<file path="src/rtl/pipeline_hazard_ctrl_if.sv">
// Hazard-control bus between the pipeline datapath and the hazard unit.
// master = datapath side (drives register ids/status), slave = hazard controller.
interface pipeline_hazard_ctrl_if;
    logic [4:0]  Rs1D;
    logic [4:0]  Rs2D;
    logic [4:0]  Rs1E;
    logic [4:0]  Rs2E;
    logic [4:0]  RdE;
    logic [4:0]  RdM;
    logic [4:0]  RdW;
    logic        LoadE;
    logic        RegWriteM;
    logic        RegWriteW;
    logic        PCSrcE;
    logic        MulStartE;
    logic        MulDoneE;

    logic        StallF;
    logic        StallD;
    logic        StallE;
    logic        FlushD;
    logic        FlushE;
    logic        FlushM;
    logic [1:0]  ForwardAE;
    logic [1:0]  ForwardBE;
    logic        MulBusy;
    logic        MulTimeout;
    logic [15:0] StallCount;

    modport master (
        output Rs1D, Rs2D, Rs1E, Rs2E, RdE, RdM, RdW,
        output LoadE, RegWriteM, RegWriteW, PCSrcE, MulStartE, MulDoneE,
        input  StallF, StallD, StallE, FlushD, FlushE, FlushM,
        input  ForwardAE, ForwardBE, MulBusy, MulTimeout, StallCount
    );

    modport slave (
        input  Rs1D, Rs2D, Rs1E, Rs2E, RdE, RdM, RdW,
        input  LoadE, RegWriteM, RegWriteW, PCSrcE, MulStartE, MulDoneE,
        output StallF, StallD, StallE, FlushD, FlushE, FlushM,
        output ForwardAE, ForwardBE, MulBusy, MulTimeout, StallCount
    );
endinterface

</file>
<file path="src/rtl/pipeline_hazard_ctrl.sv">
// Hazard unit for a 5-stage pipeline: forwarding, load-use stalls, branch flushes,
// and a multi-cycle mul/div wait state guarded by a 64-cycle watchdog.
module pipeline_hazard_ctrl (
    input  logic                       clk,
    input  logic                       rst_n,
    pipeline_hazard_ctrl_if.slave      hz
);

    typedef enum logic {
        RUN     = 1'b0,
        MULWAIT = 1'b1
    } state_t;

    state_t      state;
    state_t      nextState;
    logic [5:0]  watchdog;
    logic [5:0]  watchdogNext;
    logic        timeoutNext;
    logic        lwStall;
    logic        mulHold;
    logic        stallAny;
    logic [15:0] stallCount;
    logic        mulBusy;
    logic        mulTimeout;

    // Memory stage wins over Writeback; x0 is hard-wired zero so never forwarded.
    function automatic logic [1:0] forwardSel(
        input logic [4:0] rs,
        input logic       regWriteM,
        input logic [4:0] rdM,
        input logic       regWriteW,
        input logic [4:0] rdW
    );
        if (regWriteM && (rdM != 5'd0) && (rdM == rs)) begin
            return 2'b10;
        end else if (regWriteW && (rdW != 5'd0) && (rdW == rs)) begin
            return 2'b01;
        end else begin
            return 2'b00;
        end
    endfunction

    always_comb begin
        lwStall  = 1'b0;
        mulHold  = 1'b0;
        lwStall  = hz.LoadE && (hz.RdE != 5'd0) &&
                   ((hz.RdE == hz.Rs1D) || (hz.RdE == hz.Rs2D)) &&
                   (state == RUN);
        mulHold  = ((state == MULWAIT) && !hz.MulDoneE) ||
                   ((state == RUN) && hz.MulStartE && !hz.PCSrcE);
        stallAny = lwStall || mulHold;
    end

    // MulDoneE is checked before the watchdog so a coincident done suppresses the timeout.
    always_comb begin
        nextState    = state;
        watchdogNext = watchdog;
        timeoutNext  = 1'b0;
        case (state)
            RUN: begin
                if (hz.MulStartE && !hz.PCSrcE) begin
                    nextState    = MULWAIT;
                    watchdogNext = 6'd0;
                end
            end
            MULWAIT: begin
                if (hz.MulDoneE) begin
                    nextState    = RUN;
                    watchdogNext = 6'd0;
                end else if (watchdog == 6'd63) begin
                    nextState    = RUN;
                    watchdogNext = 6'd0;
                    timeoutNext  = 1'b1;
                end else begin
                    watchdogNext = watchdog + 6'd1;
                end
            end
            default: begin
                nextState    = RUN;
                watchdogNext = 6'd0;
            end
        endcase
    end

    always_ff @(posedge clk or negedge rst_n) begin
        if (!rst_n) begin
            state      <= RUN;
            watchdog   <= 6'd0;
            mulBusy    <= 1'b0;
            mulTimeout <= 1'b0;
            stallCount <= 16'd0;
        end else begin
            state      <= nextState;
            watchdog   <= watchdogNext;
            mulBusy    <= (nextState == MULWAIT);
            mulTimeout <= timeoutNext;
            if (stallAny && (stallCount != 16'hFFFF)) begin
                stallCount <= stallCount + 16'd1;
            end
        end
    end

    assign hz.StallF     = stallAny;
    assign hz.StallD     = stallAny;
    assign hz.StallE     = mulHold;
    assign hz.FlushM     = mulHold;
    assign hz.FlushD     = hz.PCSrcE && (state == RUN);
    assign hz.FlushE     = (lwStall || hz.PCSrcE) && !mulHold;
    assign hz.ForwardAE  = forwardSel(hz.Rs1E, hz.RegWriteM, hz.RdM, hz.RegWriteW, hz.RdW);
    assign hz.ForwardBE  = forwardSel(hz.Rs2E, hz.RegWriteM, hz.RdM, hz.RegWriteW, hz.RdW);
    assign hz.MulBusy    = mulBusy;
    assign hz.MulTimeout = mulTimeout;
    assign hz.StallCount = stallCount;

endmodule

</file>
<file path="src/flat_wrapper.sv">
// flat-port wrapper written by rule: the top's interface ports become plain ports
module pipeline_hazard_ctrl_flat 
  (clk, rst_n, hz_Rs1D, hz_Rs2D, hz_Rs1E, hz_Rs2E, hz_RdE, hz_RdM, hz_RdW, hz_LoadE, hz_RegWriteM, hz_RegWriteW, hz_PCSrcE, hz_MulStartE, hz_MulDoneE, hz_StallF, hz_StallD, hz_StallE, hz_FlushD, hz_FlushE, hz_FlushM, hz_ForwardAE, hz_ForwardBE, hz_MulBusy, hz_MulTimeout, hz_StallCount);
  pipeline_hazard_ctrl_if hz_i ();
  input  logic clk;
  input  logic rst_n;
  input wire logic [$bits(hz_i.Rs1D)-1:0] hz_Rs1D;
  input wire logic [$bits(hz_i.Rs2D)-1:0] hz_Rs2D;
  input wire logic [$bits(hz_i.Rs1E)-1:0] hz_Rs1E;
  input wire logic [$bits(hz_i.Rs2E)-1:0] hz_Rs2E;
  input wire logic [$bits(hz_i.RdE)-1:0] hz_RdE;
  input wire logic [$bits(hz_i.RdM)-1:0] hz_RdM;
  input wire logic [$bits(hz_i.RdW)-1:0] hz_RdW;
  input wire logic [$bits(hz_i.LoadE)-1:0] hz_LoadE;
  input wire logic [$bits(hz_i.RegWriteM)-1:0] hz_RegWriteM;
  input wire logic [$bits(hz_i.RegWriteW)-1:0] hz_RegWriteW;
  input wire logic [$bits(hz_i.PCSrcE)-1:0] hz_PCSrcE;
  input wire logic [$bits(hz_i.MulStartE)-1:0] hz_MulStartE;
  input wire logic [$bits(hz_i.MulDoneE)-1:0] hz_MulDoneE;
  output wire logic [$bits(hz_i.StallF)-1:0] hz_StallF;
  output wire logic [$bits(hz_i.StallD)-1:0] hz_StallD;
  output wire logic [$bits(hz_i.StallE)-1:0] hz_StallE;
  output wire logic [$bits(hz_i.FlushD)-1:0] hz_FlushD;
  output wire logic [$bits(hz_i.FlushE)-1:0] hz_FlushE;
  output wire logic [$bits(hz_i.FlushM)-1:0] hz_FlushM;
  output wire logic [$bits(hz_i.ForwardAE)-1:0] hz_ForwardAE;
  output wire logic [$bits(hz_i.ForwardBE)-1:0] hz_ForwardBE;
  output wire logic [$bits(hz_i.MulBusy)-1:0] hz_MulBusy;
  output wire logic [$bits(hz_i.MulTimeout)-1:0] hz_MulTimeout;
  output wire logic [$bits(hz_i.StallCount)-1:0] hz_StallCount;
  assign hz_i.Rs1D = hz_Rs1D;
  assign hz_i.Rs2D = hz_Rs2D;
  assign hz_i.Rs1E = hz_Rs1E;
  assign hz_i.Rs2E = hz_Rs2E;
  assign hz_i.RdE = hz_RdE;
  assign hz_i.RdM = hz_RdM;
  assign hz_i.RdW = hz_RdW;
  assign hz_i.LoadE = hz_LoadE;
  assign hz_i.RegWriteM = hz_RegWriteM;
  assign hz_i.RegWriteW = hz_RegWriteW;
  assign hz_i.PCSrcE = hz_PCSrcE;
  assign hz_i.MulStartE = hz_MulStartE;
  assign hz_i.MulDoneE = hz_MulDoneE;
  assign hz_StallF = hz_i.StallF;
  assign hz_StallD = hz_i.StallD;
  assign hz_StallE = hz_i.StallE;
  assign hz_FlushD = hz_i.FlushD;
  assign hz_FlushE = hz_i.FlushE;
  assign hz_FlushM = hz_i.FlushM;
  assign hz_ForwardAE = hz_i.ForwardAE;
  assign hz_ForwardBE = hz_i.ForwardBE;
  assign hz_MulBusy = hz_i.MulBusy;
  assign hz_MulTimeout = hz_i.MulTimeout;
  assign hz_StallCount = hz_i.StallCount;
  pipeline_hazard_ctrl u_core (.clk(clk), .rst_n(rst_n), .hz(hz_i));
endmodule
</file>
<file path="config.mk">
export PLATFORM = sky130hd
export DESIGN_NAME = pipeline_hazard_ctrl_flat
export DESIGN_NICKNAME = d
export VERILOG_FILES = /design/src/rtl/pipeline_hazard_ctrl_if.sv /design/src/rtl/pipeline_hazard_ctrl.sv /design/src/flat_wrapper.sv
export SDC_FILE = /design/constraint.sdc
export NUM_CORES = 1
export LEC_CHECK = 0
export CAP_MARGIN = 20
export CORE_MARGIN = 2
export CORE_UTILIZATION = 45
export CTS_CLUSTER_SIZE = 30
export DETAILED_ROUTE_END_ITERATION = 6
export GPL_TIMING_DRIVEN = 1
export PLACE_DENSITY = 0.84
export SLEW_MARGIN = 20
export SYNTH_ARGS = -nofsm -noshare
export SYNTH_HDL_FRONTEND = slang
export SYNTH_SLANG_ARGS = --single-unit
</file>
<file path="constraint.sdc">
create_clock -name clk -period 3.15 [get_ports clk]
set_input_delay 0.4725 -clock clk [delete_from_list [all_inputs] [get_ports clk]]
set_output_delay 0.4725 -clock clk [all_outputs]
set_load 0.005 [all_outputs]
</file>
==> metrics.yaml <==
fin_worst_skew_ns: 0.00443
fill_cells: 302
hp-class: "flop to flop"
place_area_mm2: 0.00245
async_flop_share_pct: 100
clkTransAtPathRegs_ns: 0.07
synth_edf_count: 0
worst_pin_slew_ns: 0.453
grt_util_all_layers_pct: 18.8
synth_area_per_cell_um2: 9.50
start_util_pct: 46.6
drv_cap: 0
seqCellArea_um2: 601
cts_resized: 0
path_class: "input port to primary output"
r2r_slack_ns: 1.12
worstPathCellList: "clkdlybuf4s50_1 > or4_1 > o21ai_2 > nor4_1 > nor4_1 > clkdlybuf4s50_1"
cts_setup_buffers: 0
ys_ff_latch: 24
finalMaxSlewViolations: 0
vdd_ir_drop_max_mv: 0.269
multiInputGateArea_mm2: 0.00105
hold_violations: 0
crit_cells: 6
crit_slowest_cell: "clkdlybuf4s50_1"
critPathMaxStageDelay_ns: 0.55
crit_start: "hz_RdM[2]"
rsz0062_at_grt: "false"
ys_dominant_reg_cell: "dfrtp_1"
critPathArrivalTime_ns: 2.55
grt_first_pass_wirelength_um: 6390
cp-end-kind: "primary output"
drtAntennaViolNets: 0
power.total_uw: 964
powerDensity_mw_per_mm2: 385
netlist_area_mm2: 0.00169
max_slew_margin_pct: 69.8
n_antenna_cell: 0
ys_types: 43
crit_end: "hz_ForwardAE[0]"
io_pins: 71
worstReg2RegEnd: "u_core.hz.StallCount[1]"
grt_remaining_overflow: 0
antenna_found_initial: 0
wirelength_um: 3850
grt_pass1_vias: 1508
cp_num_buf_inv: 2
worstHoldPathCells: 1
cp_data_required_time_ns: 2.68
hold_slack_ns: 0.487
vias: 1571
rr_worst_depth: 6
ys.warnings.count: 0
htree_levels: 1
final.period_utilization_pct: 95.8
dr.pass1.iters: 4
die_area_mm2: 0.00427
drc: 0
grt_max_degree: 25
cp_top_family: "buffers and inverters"
cts_buffer_depth: 2
dp_hpwl_um: 3090
final_cell_area_mm2: 0.00250
reg2reg_from: "u_core.hz.StallCount[0]"
max_clock_freq_mhz: 331
cp-start-kind: "input port"
p_leak_nw: 1.01
critPathMaxFanout: 3
cts_hold_buf: 0
synth_cells: 178
status: "completed"
final_util_pct: 68.8
drt_iter0_markers: 122
area_delta_synth_final_pct: 47.9
drive_gt1_share_pct: 9.20
post_drt_wl_per_cell_um: 12.9
coreArea_mm2: 0.00363
setup_viol: 0
die_w_um: 65.3
clockRootBuffer: "clkbuf_8"
gp_congestion: 0.802
nets: 297
fin_setup_tns_ns: 0
synth_nets: 223
synth-seq-area-share_pct: 35.5
cts.sinks: 24
cts_tree: "done"
die_h_um: 65.3
row_count: 22
viasPerCell: 5.27
portBuffers: 70
numCtsBuffers: 3
fin_crit_ns: 3.02
clk_latency_ns: 0.26
worst min path at each step:
| stage | start | endpoint | slack, ns |
|---|---|---|---|
| 2_1_floorplan | rst_n | u_core.hz.MulTimeout | 0.18 |
| 3_3_place_gp | u_core.watchdog[5] | u_core.watchdog[5] | 0.47 |
| 3_5_place_dp | u_core.watchdog[5] | u_core.watchdog[5] | 0.48 |
| 4_1_cts | u_core.watchdog[5] | u_core.watchdog[5] | 0.49 |
| 5_1_grt | u_core.watchdog[5] | u_core.watchdog[5] | 0.52 |
| 6_report | u_core.watchdog[5] | u_core.watchdog[5] | 0.49 |
synthesized netlist by cell type (2+ instances only):
master | instances | area (um^2)
or4_1 | 4 | 30.0
o21ai_4 | 2 | 32.5
nand2_1 | 16 | 60.1
mux2_1 | 3 | 33.8
nand4b_1 | 2 | 17.5
dfrtp_1 | 24 | 601
nand3_2 | 3 | 30.0
buf_4 | 2 | 15.0
nand2b_1 | 2 | 12.5
xnor2_1 | 15 | 131
nor3_2 | 3 | 30.0
nand4_1 | 4 | 25.0
nor4_1 | 4 | 25.0
and2_1 | 2 | 12.5
a21oi_1 | 3 | 15.0
ha_1 | 2 | 25.0
o21ai_1 | 2 | 10.0
nand3_1 | 10 | 50.1
and3_1 | 4 | 25.0
nor2_1 | 14 | 52.6
nor2b_1 | 3 | 18.8
xor2_1 | 25 | 219
o21ai_0 | 7 | 35.0
inv_1 | 3 | 11.3
sequential cells by signal (all words and copies together) (netlist names):
name	cells
u_core.hz.StallCount	16
u_core.watchdog	6
u_core.hz.MulTimeout	1
u_core.state	1
final cells by class:
| class | instances | area share [%] |
|---|---|---|
| clock buffers | 3 | 1.65 |
| multi-input cells | 146 | 42.2 |
| repair buffers | 74 | 29.3 |
| well taps | 48 | 2.40 |
| flip-flops and latches | 24 | 24.0 |
| inverters | 3 | 0.450 |
worst reg2reg max path, delay by kind of cell, from the launching register on:
family | cells | cell delay, ns
adder cells (fa/ha/maj) | 1 | 0.26
flip-flops | 1 | 0.41
multiplexers | 1 | 0.33
AND/OR/NAND/NOR | 4 | 0.92
cell families (layout without fill, tap and decap cells):
group / after synthesis / after routing / share of synthesized area [%]
AO/OA/AOI/OAI: 23 / 23 / 10.6
XOR/XNOR: 40 / 40 / 20.7
adder cells (fa/ha/maj): 2 / 2 / 1.48
buffers and inverters: 8 / 80 / 2.74
flip-flops: 24 / 24 / 35.5
multiplexers: 3 / 3 / 2.00
AND/OR/NAND/NOR: 78 / 78 / 27.0
power by group:
| part | switching (mW) | total (mW) | internal (mW) | leakage (nW) |
|---|---|---|---|---|
| Sequential | 0.0600 | 0.413 | 0.353 | 0.318 |
| Combinational | 0.160 | 0.378 | 0.218 | 0.671 |
| Clock | 0.0875 | 0.173 | 0.0852 | 0.0216 |
through the flow:
step,worst slack [ns],instances
after CTS,0.0806,298
after global placement,0.123,295
after global routing,0.0334,298
final,0.132,298
after floorplan,1.12,178
after detailed placement,0.104,295
placed cells by master (no fill, tap or decap), types with 7 or more instances in the layout:
master,netlist,layout
clkdlybuf4s50_1,0,69
xor2_1,25,25
o21ai_0,7,7
nand3_1,10,10
xnor2_1,15,15
nand2_1,16,16
dfrtp_1,24,24
nor2_1,14,14
metal layers:
metal | up-vias | routed length (um) | GRT usage, %
met2 | 58 | 1880 | 32.7
li1 | 777 | - | -
met3 | 4 | 238 | 3.08
met5 | - | 0 | 0
met4 | 0 | 39 | 5.99
met1 | 732 | 1690 | 23.9
(Power assumes the default switching activity.)
